--- config.mk ---
export PLATFORM = sky130hd
export DESIGN_NAME = fs_sqrt_iter
export DESIGN_NICKNAME = d
export VERILOG_FILES = /design/src/rtl/nroot_pkg.sv /design/src/rtl/FS_24.sv /design/src/rtl/fs_sqrt_iter.sv
export SDC_FILE = /design/constraint.sdc
export NUM_CORES = 1
export LEC_CHECK = 0
export CAP_MARGIN = 20
export CORE_UTILIZATION = 40
export DETAILED_ROUTE_END_ITERATION = 10
export GPL_TIMING_DRIVEN = 0
export PLACE_DENSITY = 0.64
export SLEW_MARGIN = 15
export SYNTH_ARGS = -nofsm -noshare
export SYNTH_HDL_FRONTEND = slang
export SYNTH_SLANG_ARGS = --single-unit
export TNS_END_PERCENT = 1
--- constraint.sdc ---
create_clock -name clk -period 26.3 [get_ports clk]
set_input_delay 5.26 -clock clk [delete_from_list [all_inputs] [get_ports clk]]
set_output_delay 5.26 -clock clk [all_outputs]
set_load 0.01 [all_outputs]
--- src/rtl/nroot_pkg.sv ---
// Shared widths and state encoding for the nroot mantissa datapath.
// Root is 24 bits, the radicand 48 bits, and the trial subtractor 27 bits.
package nroot_pkg;

  localparam int ROOT_W  = 24;
  localparam int RAD_W   = 48;
  localparam int TRIAL_W = 27;

  typedef enum logic [1:0] {
    IDLE,
    ITER,
    DONE
  } sqrt_state_t;

endpackage

--- src/rtl/FS_24.sv ---
// 24-bit ripple full-subtractor: out = a - b - cin.
// cout is the borrow out of bit 23.
module FS_24 (
  input  logic [23:0] a,
  input  logic [23:0] b,
  input  logic        cin,
  output logic [23:0] out,
  output logic        cout
);

  always_comb begin : b_ripple
    logic w_bw;
    w_bw = cin;
    out  = '0;
    for (int i = 0; i < 24; i++) begin
      out[i] = a[i] ^ b[i] ^ w_bw;
      w_bw   = (~a[i] & b[i]) |
               (~(a[i] ^ b[i]) & w_bw);
    end
    cout = w_bw;
  end

endmodule

--- src/rtl/fs_sqrt_iter.sv ---
// Sequential restoring square root, one root bit per clock.
// Returns floor(sqrt(rad_i)), the remainder and a sticky bit.
module fs_sqrt_iter
  import nroot_pkg::*;
#(
  parameter int N  = ROOT_W,
  parameter int RW = N + 3
) (
  input  logic           clk,
  input  logic           rst,
  input  logic           in_valid,
  output logic           in_ready,
  input  logic [2*N-1:0] rad_i,
  output logic           out_valid,
  input  logic           out_ready,
  output logic [N-1:0]   root_o,
  output logic [N:0]     rem_o,
  output logic           sticky_o
);

  localparam int CW = $clog2(N);
  localparam int HW = RW - 24;

  sqrt_state_t r_state;
  sqrt_state_t w_nxt;

  logic [2*N-1:0] r_sh;
  logic [N-1:0]   r_q;
  logic [N:0]     r_rem;
  logic [CW-1:0]  r_cnt;

  logic [RW-1:0]  w_m;
  logic [RW-1:0]  w_s;
  logic [RW-1:0]  w_diff;
  logic [23:0]    w_dlo;
  logic [HW-1:0]  w_dhi;
  logic           w_bw_lo;
  logic           w_borrow;
  logic           w_hi_unused;

  assign w_m = RW'({r_rem, r_sh[2*N-1 -: 2]});
  assign w_s = RW'({r_q, 2'b01});

  FS_24 u_fs (
    .a    (w_m[23:0]),
    .b    (w_s[23:0]),
    .cin  (1'b0),
    .out  (w_dlo),
    .cout (w_bw_lo)
  );

  // Borrow extension over the bits above the 24-bit subtractor
  always_comb begin : b_ext
    logic w_bw;
    w_bw  = w_bw_lo;
    w_dhi = '0;
    for (int i = 0; i < HW; i++) begin
      w_dhi[i] = w_m[24+i] ^ w_s[24+i] ^ w_bw;
      w_bw     = (~w_m[24+i] & w_s[24+i]) |
                 (~(w_m[24+i] ^ w_s[24+i]) & w_bw);
    end
    w_borrow = w_bw;
  end

  assign w_diff = {w_dhi, w_dlo};

  // Always zero on a successful trial since R <= 2Q
  assign w_hi_unused = |w_diff[RW-1:N+1];

  always_ff @(posedge clk) begin
    if (rst) begin
      r_state <= IDLE;
    end else begin
      r_state <= w_nxt;
    end
  end

  always_comb begin
    w_nxt = r_state;
    unique case (r_state)
      IDLE: if (in_valid) w_nxt = ITER;
      ITER: if (r_cnt == '0) w_nxt = DONE;
      DONE: if (out_ready) w_nxt = IDLE;
      default: w_nxt = IDLE;
    endcase
  end

  always_ff @(posedge clk) begin
    if (rst) begin
      r_sh  <= '0;
      r_q   <= '0;
      r_rem <= '0;
      r_cnt <= '0;
    end else begin
      unique case (r_state)
        IDLE: begin
          if (in_valid) begin
            r_sh  <= rad_i;
            r_q   <= '0;
            r_rem <= '0;
            r_cnt <= CW'(N - 1);
          end
        end
        ITER: begin
          r_sh  <= {r_sh[2*N-3:0], 2'b00};
          r_q   <= {r_q[N-2:0], ~w_borrow};
          r_rem <= w_borrow ? w_m[N:0]
                            : w_diff[N:0];
          r_cnt <= r_cnt - 1'b1;
        end
        default: ;
      endcase
    end
  end

  assign in_ready  = (r_state == IDLE);
  assign out_valid = (r_state == DONE);
  assign root_o    = out_valid ? r_q : '0;
  assign rem_o     = out_valid ? r_rem : '0;
  assign sticky_o  = out_valid & (|r_rem);

endmodule
-- After elaboration in Yosys (flattened, before gate mapping)
Index checks and enable logic that the tools add are counted.
- logic and storage cells: 207
- bits in registers: 104
- add/subtract/negate cells: 1
- muxes and demuxes: 15
- equality and inequality tests: 5
- bitwise operators: 175
- reductions and logical operators: 6
- operator list (operator ; count):
    one-hot mux 48 bit (2 select lines) ; 1
    two-way mux 25 bit ; 3
    NOT 1 bit ; 52
    bitwise AND 1 bit ; 51
    one-hot mux 25 bit (2 select lines) ; 1
    two-way mux 24 bit ; 2
    two-way mux 48 bit ; 1
    one-hot mux 24 bit (2 select lines) ; 1
    XOR 1 bit ; 48
    OR reduction 25 bit ; 1
    bitwise OR 1 bit ; 24
    one-hot mux 5 bit (2 select lines) ; 1
    two-way mux 2 bit ; 3
    one-hot mux 2 bit (3 select lines) ; 1
    logical NOT 5 bit ; 1
    two-way mux 5 bit ; 1
    subtractor 5 x 1 -> 5 bit, second input constant ; 1
    inequality test 2 bit, second input constant ; 2
    AND reduction 3 bit ; 1
    == test 2 x 1 -> 1 bit, second input constant ; 1
    == test 2 bit, second input constant ; 1
    logical NOT 2 bit ; 1
    inequality test 2 x 1 -> 1 bit, second input constant ; 1
    AND reduction 2 bit ; 1
    nonzero test 2 bit ; 1

-- Logic depth before layout (Yosys ltp)
Gate-level depths: netlist (run 1).
- depth after elaboration: 53
- mapped depth: 31

-- Cells and area by module
A second synthesis (run 1) with hierarchy kept.
- cell total of the unflattened synthesis: 714
- area total of the unflattened synthesis: 5664.2 µm²
- modules (own cells, without submodules) (module ; cells each ; area an instance (µm²) ; instances):
    fs_sqrt_iter ; 640 ; 4996.0 ; 1
    FS_24 ; 74 ; 668.1 ; 1

-- Least setup slack after synthesis (run 1)
Ideal clock, no wire load.
- path type: reg-to-reg
- start: register r_sh[46]
- end: register r_rem[10]
- data arrival time: 9.969 ns
- buffers on the path: 1
- cell stages (with the launch flop): 32
- setup slack: 16.258 ns
- path through: dfxtp_1 inv_1 ha_1 fa_1 fa_1 fa_1 fa_1 fa_1 fa_1 fa_1 fa_1 fa_1 fa_1 fa_1 fa_1 fa_1 fa_1 fa_1 fa_1 fa_1 fa_1 fa_1 fa_1 fa_1 fa_1 inv_1 fa_1 nor2b_1 o21ai_0 nand2b_1 buf_2 o211ai_2
- word-level cells in the longest chain between the ends: 53
- elaborated cells between the ends (all ways): 54
- ends and longest elaborated chain (what ; line ; source):
    start: declaration ; fs_sqrt_iter.sv:27 ; logic [2*N-1:0] r_sh;
    start signal: assignment ; fs_sqrt_iter.sv:98 ; r_sh <= rad_i;
    start signal: assignment ; fs_sqrt_iter.sv:105 ; r_sh <= {r_sh[2*N-3:0], 2'b00};
    NOT 1 bit (no line) * ; - ;
    bitwise AND 1 bit * (2 in series) ; FS_24.sv:18 ; (~(a[i] ^ b[i]) & w_bw);
    bitwise OR 1 bit * ; FS_24.sv:17 ; w_bw = (~a[i] & b[i]) |
    bitwise AND 1 bit * ; FS_24.sv:18 ;
    bitwise OR 1 bit * ; FS_24.sv:17 ;
    bitwise AND 1 bit * ; FS_24.sv:18 ;
    bitwise OR 1 bit * ; FS_24.sv:17 ;
    bitwise AND 1 bit * ; FS_24.sv:18 ;
    [36 not listed] ; - ;
    bitwise OR 1 bit ; FS_24.sv:17 ;
    bitwise AND 1 bit ; fs_sqrt_iter.sv:60 ; (~(w_m[24+i] ^ w_s[24+i]) & w_bw);
    bitwise OR 1 bit ; fs_sqrt_iter.sv:59 ; w_bw = (~w_m[24+i] & w_s[24+i]) |
    bitwise AND 1 bit ; fs_sqrt_iter.sv:60 ;
    bitwise OR 1 bit ; fs_sqrt_iter.sv:59 ;
    bitwise AND 1 bit ; fs_sqrt_iter.sv:60 ;
    two-way mux 25 bit * ; fs_sqrt_iter.sv:107 ; r_rem <= w_borrow ? w_m[N:0]
    one-hot mux 25 bit (2 select lines) * ; fs_sqrt_iter.sv:95 ; unique case (r_state)
    end signal: assignment ; fs_sqrt_iter.sv:107 ;
    end: declaration ; fs_sqrt_iter.sv:29 ; logic [N:0] r_rem;
Every way passes the cells marked *; elsewhere a longest branch is shown, timed or not.
A chain may end at the register's enable or synchronous reset.

-- Worst setup path after layout (run 1)
- start: register r_sh[47]
- end: register r_rem[4]
- word-level cells in the longest chain between the ends: 53
- elaborated cells between the ends (all ways): 54
- ends and longest elaborated chain (what ; line):
    NOT 1 bit * ; -
    bitwise AND 1 bit * (2 in series) ; FS_24.sv:18
    bitwise OR 1 bit * ; FS_24.sv:17
    bitwise AND 1 bit * ; FS_24.sv:18
    bitwise OR 1 bit * ; FS_24.sv:17
    bitwise AND 1 bit ; FS_24.sv:18
    bitwise OR 1 bit ; FS_24.sv:17
    bitwise AND 1 bit ; FS_24.sv:18
    [36 not listed] ; -
    bitwise OR 1 bit ; FS_24.sv:17
    bitwise AND 1 bit ; fs_sqrt_iter.sv:60
    bitwise OR 1 bit ; fs_sqrt_iter.sv:59
    bitwise AND 1 bit ; fs_sqrt_iter.sv:60
    bitwise OR 1 bit ; fs_sqrt_iter.sv:59
    bitwise AND 1 bit ; fs_sqrt_iter.sv:60
    two-way mux 25 bit * ; fs_sqrt_iter.sv:107
    one-hot mux 25 bit (2 select lines) * ; fs_sqrt_iter.sv:95
Marks and branches as above.

==> run summary, run 1 <==
CTS clock-pin slew for the worst setup and hold paths - 70 ps
Yosys reg bits - 104
placed cell count - 1000
H-tree Lvls - 3
via count - 5521
Slew @ Worst Pin - 589 ps
postcts setup bufs - 0
row count - 43
leak pwr - 2.81 nW
number of diodes - 0
Mapped Nets - 796
cts repair resizes - 0
most frequent cells in the layout - 170 x nor2_1, 104 x dfxtp_1, 103 x clkdlybuf4s50_1
first-pass GRT wire length - 27600 um
WHS Path Cells - 2
Syn-to-layout area delta - 27.3%
via/cell ratio - 5.43
outcome - completed
max_slew headroom - 60.7%
post-synthesis sequential area ratio - 36.1%
Die X - 122 um
Final Max Tran Viols - 0
CTS Root Cell - clkbuf_16
initial core utilization - 41.2%
crit end category - register
antenna violations before repair - 0
CTS Buffer Depth - 2
number of port buffers - 103
Synth Warn # - 0
FF-to-FF path depth - 31
Routed Antenna Nets - 0
Crit path top cell by count - fa_1
RR Startpoint - r_sh[47]
maximum vdd drop - 0.0000351 V
Final Hold Vio Count - 0
crit path capture - r_rem[4]
Setup violations, final - 0
syn avg cell area - 8.04 sq um
hpwl dp - 12300 um
fin crit period - 10930 ps
Setup TNS Final - 0 ps
drt total wl - 16800 um
Crit path required time - 26580 ps
Total GRT Usage - 23.5%
unrepaired setup endpoints after global routing - no
worst clock skew - 4.90 ps
Final Cycle Share - 41.6%
global route overflow - 0
total CTS buffers - 9
Critical Path Fanout Max - 10
startpoint types - register
Hold Buf Count CTS - 0
largest stage delay on the critical path - 420 ps
drt first pass iters - 5
CP Class - register to register
drt wl/cell - 16.6 um
fmax - 91.5 MHz
Die Y - 122 um
largest net degree at the start of global routing - 16
crit path from - r_sh[47]
Mapped Area - 5770 sq um
CTS sink cnt - 104
layout cells sized above 1 - 9.93%
Fillers - 1364
Core Box Area - 14000 sq um
NumNets Final - 910
clk_lat worst skew - 350 ps
Post-synth EDFFs - 0
ys async rst share - 0%
final cell count without fillers - 1016
Max Cap Viol - 0
# IOs - 104
Critical-path top delay cell - fa_1
fin util - 52.5%
DR DRC count - 0
Worst R2R Setup Slack - 15370 ps
routability cong. - 0.863
Mapped Cells - 717
Most used DFF post-synth - dfxtp_1
CP arrival - 11210 ps
vias in the first global route - 5742
post-synth cell types - 41
R2R Path End - r_rem[4]
P per Cell Area - 76.1 nW/um^2
commonest non-fill, non-tap cell in the layout - nor2_1
Iter 0 DRT Violations - 354
die area - 14900 sq um
Hold WC Path Type - register to register
TritonCTS clock tree - done
==> layer usage <==
metal | vias up | wire, um | share of wire (%) | GRT usage (%)
li1 | 2645 | - | - | -
met1 | 2650 | 7280 | 43 | 28.8
met2 | 200 | 8340 | 49 | 41.5
met3 | 26 | 963 | 5.7 | 4.59
met4 | 0 | 262 | 1.6 | 6.71
met5 | - | 0 | 0 | 0
==> registers in the layout, indices dropped and copies added (netlist names) <==
signal / count
r_q: 24
r_rem: 25
r_cnt: 5
r_sh: 48
r_state: 2
==> report_power, final <==
| part | internal (W) | switching [W] | total, W |
|---|---|---|---|
| logic | 0.0000945 | 0.000118 | 0.000213 |
| clock network | 0.0000842 | 0.0000591 | 0.000143 |
| registers | 0.000181 | 0.0000218 | 0.000203 |
| total | 0.000360 | 0.000199 | 0.000559 |
==> cells by family (layout without fill, tap and decap cells) <==
logic type               count (synthesis)  in the layout  share of synthesized area (%)
AO/OA/AOI/OAI                          180            180                           24.3
XOR/XNOR                                 2              2                          0.304
adder cells (fa/ha/maj)                 27             27                           8.85
buffers and inverters                  113            232                           8.24
flip-flops                             104            104                           36.1
multiplexers                             2              2                          0.369
AND/OR/NAND/NOR                        289            289                           21.8
==> how the worst min path moves through the flow <==
stage,startpoint,to
after floorplan,r_cnt[0],r_cnt[0]
after global placement,r_cnt[0],r_cnt[0]
after detailed placement,r_cnt[0],r_cnt[0]
after CTS,r_cnt[0],r_cnt[0]
after global routing,r_cnt[0],r_cnt[0]
final,r_cnt[0],r_cnt[0]
==> area by class of cell <==
class / instances / area (sq um) / share of cell area [%]
sequential: 104 / 2080 / 28.4
multi-input combinational: 500 / 3210 / 43.7
timing repair buffer: 103 / 1030 / 14.0
clock buffer: 14 / 284 / 3.87
tap: 180 / 225 / 3.07
clock inverter: 2 / 35.0 / 0.477
inverter: 55 / 206 / 2.81
buffer: 58 / 269 / 3.66
==> worst max-delay path, delay by kind of cell, from the launching register on <==
family | cells | cell delay (ps)
flip-flops | 1 | 380
buffers and inverters | 3 | 460
adder cells (fa/ha/maj) | 24 | 9150
AND/OR/NAND/NOR | 2 | 300
AO/OA/AOI/OAI | 2 | 560
==> stage by stage <==
| stage | total power [W] | setup slack, ps | hold WS [ps] | cell area [sq um] |
|---|---|---|---|---|
| after floorplan | 0.000355 | 16260 | 445 | 5770 |
| after global placement | 0.000408 | 15480 | 467 | 7020 |
| after detailed placement | 0.000418 | 15360 | 477 | 7020 |
| after CTS | 0.000562 | 15360 | 486 | 7340 |
| after global routing | 0.000597 | 14970 | 521 | 7340 |
| final | 0.000559 | 15370 | 491 | 7340 |
==> cell usage after synthesis (2+ instances only) <==
library cell,number,area [sq um]
o211ai_1,2,15.0
buf_1,6,22.5
nor2_1,170,638
nor3_1,3,15.0
ha_1,4,50.1
nand2b_1,4,25.0
buf_4,4,30.0
fa_1,23,460
inv_1,55,206
buf_6,3,33.8
nand3_1,2,10.0
a22oi_1,27,203
clkbuf_1,34,128
o211ai_2,21,263
nor2b_1,23,144
buf_2,11,55.1
a21oi_1,73,365
a2111oi_0,21,184
o21ai_0,2,10.0
nor4_1,6,37.5
xor2_1,2,17.5
nand2_1,51,191
dfxtp_1,104,2080
and2_1,26,163
o221a_2,24,270
No activity file was read; power rests on OpenSTA's default activity.
==> inputs of run 2 (changes only) <==
- PLACE_DENSITY: 0.64 -> 0.66
- clock period: 26.3 -> 9.6 ns (I/O delays scaled with it)
==> run 2 against run 1 <==
Against the previous run: maximum frequency is 16% higher; count of clock-buffer cells in the layout down 2; largest power group unchanged; die area did not move; hold slack got worse by 14 ps; combinational power increased to 3.0 times the previous value; clock power rose to 2.8 times the previous value; clock skew up 4.5 ps; wire length decreased by 1.8%; first-iteration DRC count shrank 5.4%; sequential power grew to 2.7 times the previous value; critical endpoint is now r_rem[16].
==> run summary, run 2 (synthesis gave the netlist of run 1 again) <==
outcome - completed
drt total wl - 16500 um
startpoint of the worst hold path - r_cnt[0]
CTS clock-pin slew for the worst setup and hold paths - 70 ps
layout cells sized above 1 - 13.7%
# IOs - 104
crit path from - r_sh[47]
Final Hold Vio Count - 0
CP arrival - 9680 ps
Max Cap Viol - 0
TritonCTS clock tree - done
drt first pass iters - 5
Biggest register - r_sh
initial core utilization - 41.2%
final cell count without fillers - 1018
RR Startpoint - r_sh[47]
P per Cell Area - 215 nW/um^2
Slew @ Worst Pin - 565 ps
antenna violations before repair - 0
largest stage delay on the critical path - 370 ps
CTS Root Cell - clkbuf_16
die area - 14900 sq um
via/cell ratio - 5.41
Crit path top cell by count - fa_2
Die X - 122 um
Crit path required time - 9890 ps
first-pass GRT wire length - 27300 um
Hold Buf Count CTS - 0
Crit path buffers/inverters - 3
Routed Antenna Nets - 0
Final Max Tran Viols - 0
DR DRC count - 0
number of port buffers - 103
Iter 0 DRT Violations - 335
max reg flops - 48
NumNets Final - 913
Setup violations, final - 0
leak pwr - 2.82 nW
row count - 43
Reg area - 2080 sq um
CTS Buffer Depth - 2
Setup TNS Final - 0 ps
Die Y - 122 um
maximum vdd drop - 0.000107 V
hpwl dp - 12000 um
max_slew headroom - 62.3%
met2 wire length - 8120 um
commonest non-fill, non-tap cell in the layout - nor2_1
H-tree Lvls - 3
total CTS buffers - 9
Syn-to-layout area delta - 29.2%
Critical Path Fanout Max - 10
CTS sink cnt - 104
CP top delay family - adder cells
Core Box Area - 14000 sq um
vias in the first global route - 5593
multi-input logic area - 3280 sq um
via count - 5511
fin crit period - 9390 ps
crit end category - register
CP Class - register to register
DP Worst Slack - -719 ps
worst clock skew - 9.36 ps
number of diodes - 0
unrepaired setup endpoints after global routing - yes
drt wl/cell - 16.2 um
largest registers - r_sh: 48 flops, r_rem: 25 flops, r_q: 24 flops
WL met3 - 988 um
Fillers - 1341
Total GRT Usage - 23.3%
placed cell count - 1000
Critical-path top delay cell - fa_2
routability cong. - 0.857
PnR worst setup slack - 208 ps
largest net degree at the start of global routing - 16
Metal-1 WL - 7090 um
startpoint types - register
global route overflow - 0
most frequent cells in the layout - 170 x nor2_1, 103 x clkdlybuf4s50_1, 102 x dfxtp_1
Hold WC Path Type - register to register
fmax - 106 MHz
clk_lat worst skew - 360 ps
DR top layer - met4
Final Cycle Share - 97.8%
run 2: power breakdown:
group / internal [W] / total (W) / switching [W] / leakage (nW)
clock network: 0.000241 / 0.000406 / 0.000165 / 0.159
registers: 0.000497 / 0.000556 / 0.0000594 / 0.854
logic: 0.000301 / 0.000639 / 0.000338 / 1.81
total: 0.00104 / 0.00160 / 0.000563 / 2.82
run 2: worst paths after layout:
| path | to | slack [ps] | cells past startpoint |
|---|---|---|---|
| worst max-delay path | r_rem[16] | 210 | 31 |
| worst min register to register | r_cnt[0] | 480 | 2 |
| worst max register to register | r_rem[16] | 210 | 31 |
| worst min-delay path | r_cnt[0] | 480 | 2 |
run 2: layout make-up:
class,count,share of cell area [%]
buffer,58,3.74
inverter,55,2.77
multi-input combinational,500,44.0
timing repair buffer,106,14.1
sequential,104,28.0
tap,180,3.02
clock buffer,12,3.44
clock inverter,3,0.873
run 2: stage by stage:
step / total power (W) / cell area, sq um / util (%) / hold WS [ps]
floorplan: 0.000990 / 5800 / - / 445
global placement: 0.00113 / 7060 / 50.4 / 466
detailed placement: 0.00116 / 7060 / 50.4 / 471
CTS: 0.00159 / 7420 / 53.1 / 481
global route: 0.00171 / 7450 / 53.3 / 499
finish: 0.00160 / 7450 / 53.3 / 477
run 2: tightest hold or removal path: cells and delay by family, from the launching register on:
kind,cells,cell delay [ps]
AOI/OAI and AO/OA,1,50
and+or+nand+nor,1,60
DFF,1,330
run 2: what timing repair did:
action	4_1_cts	5_1_grt
pin swaps	1	1
endpoints found under the setup margin	26	26
setup buffers	1	2
gates cloned	0	0
gates resized for setup	14	8
run 2: routing by layer:
metal  up-vias  GRT usage (%)
li1       2648              -
met4         0           8.92
met2       198           39.7
met1      2633           28.9
met3        32           4.73
met5         -              0
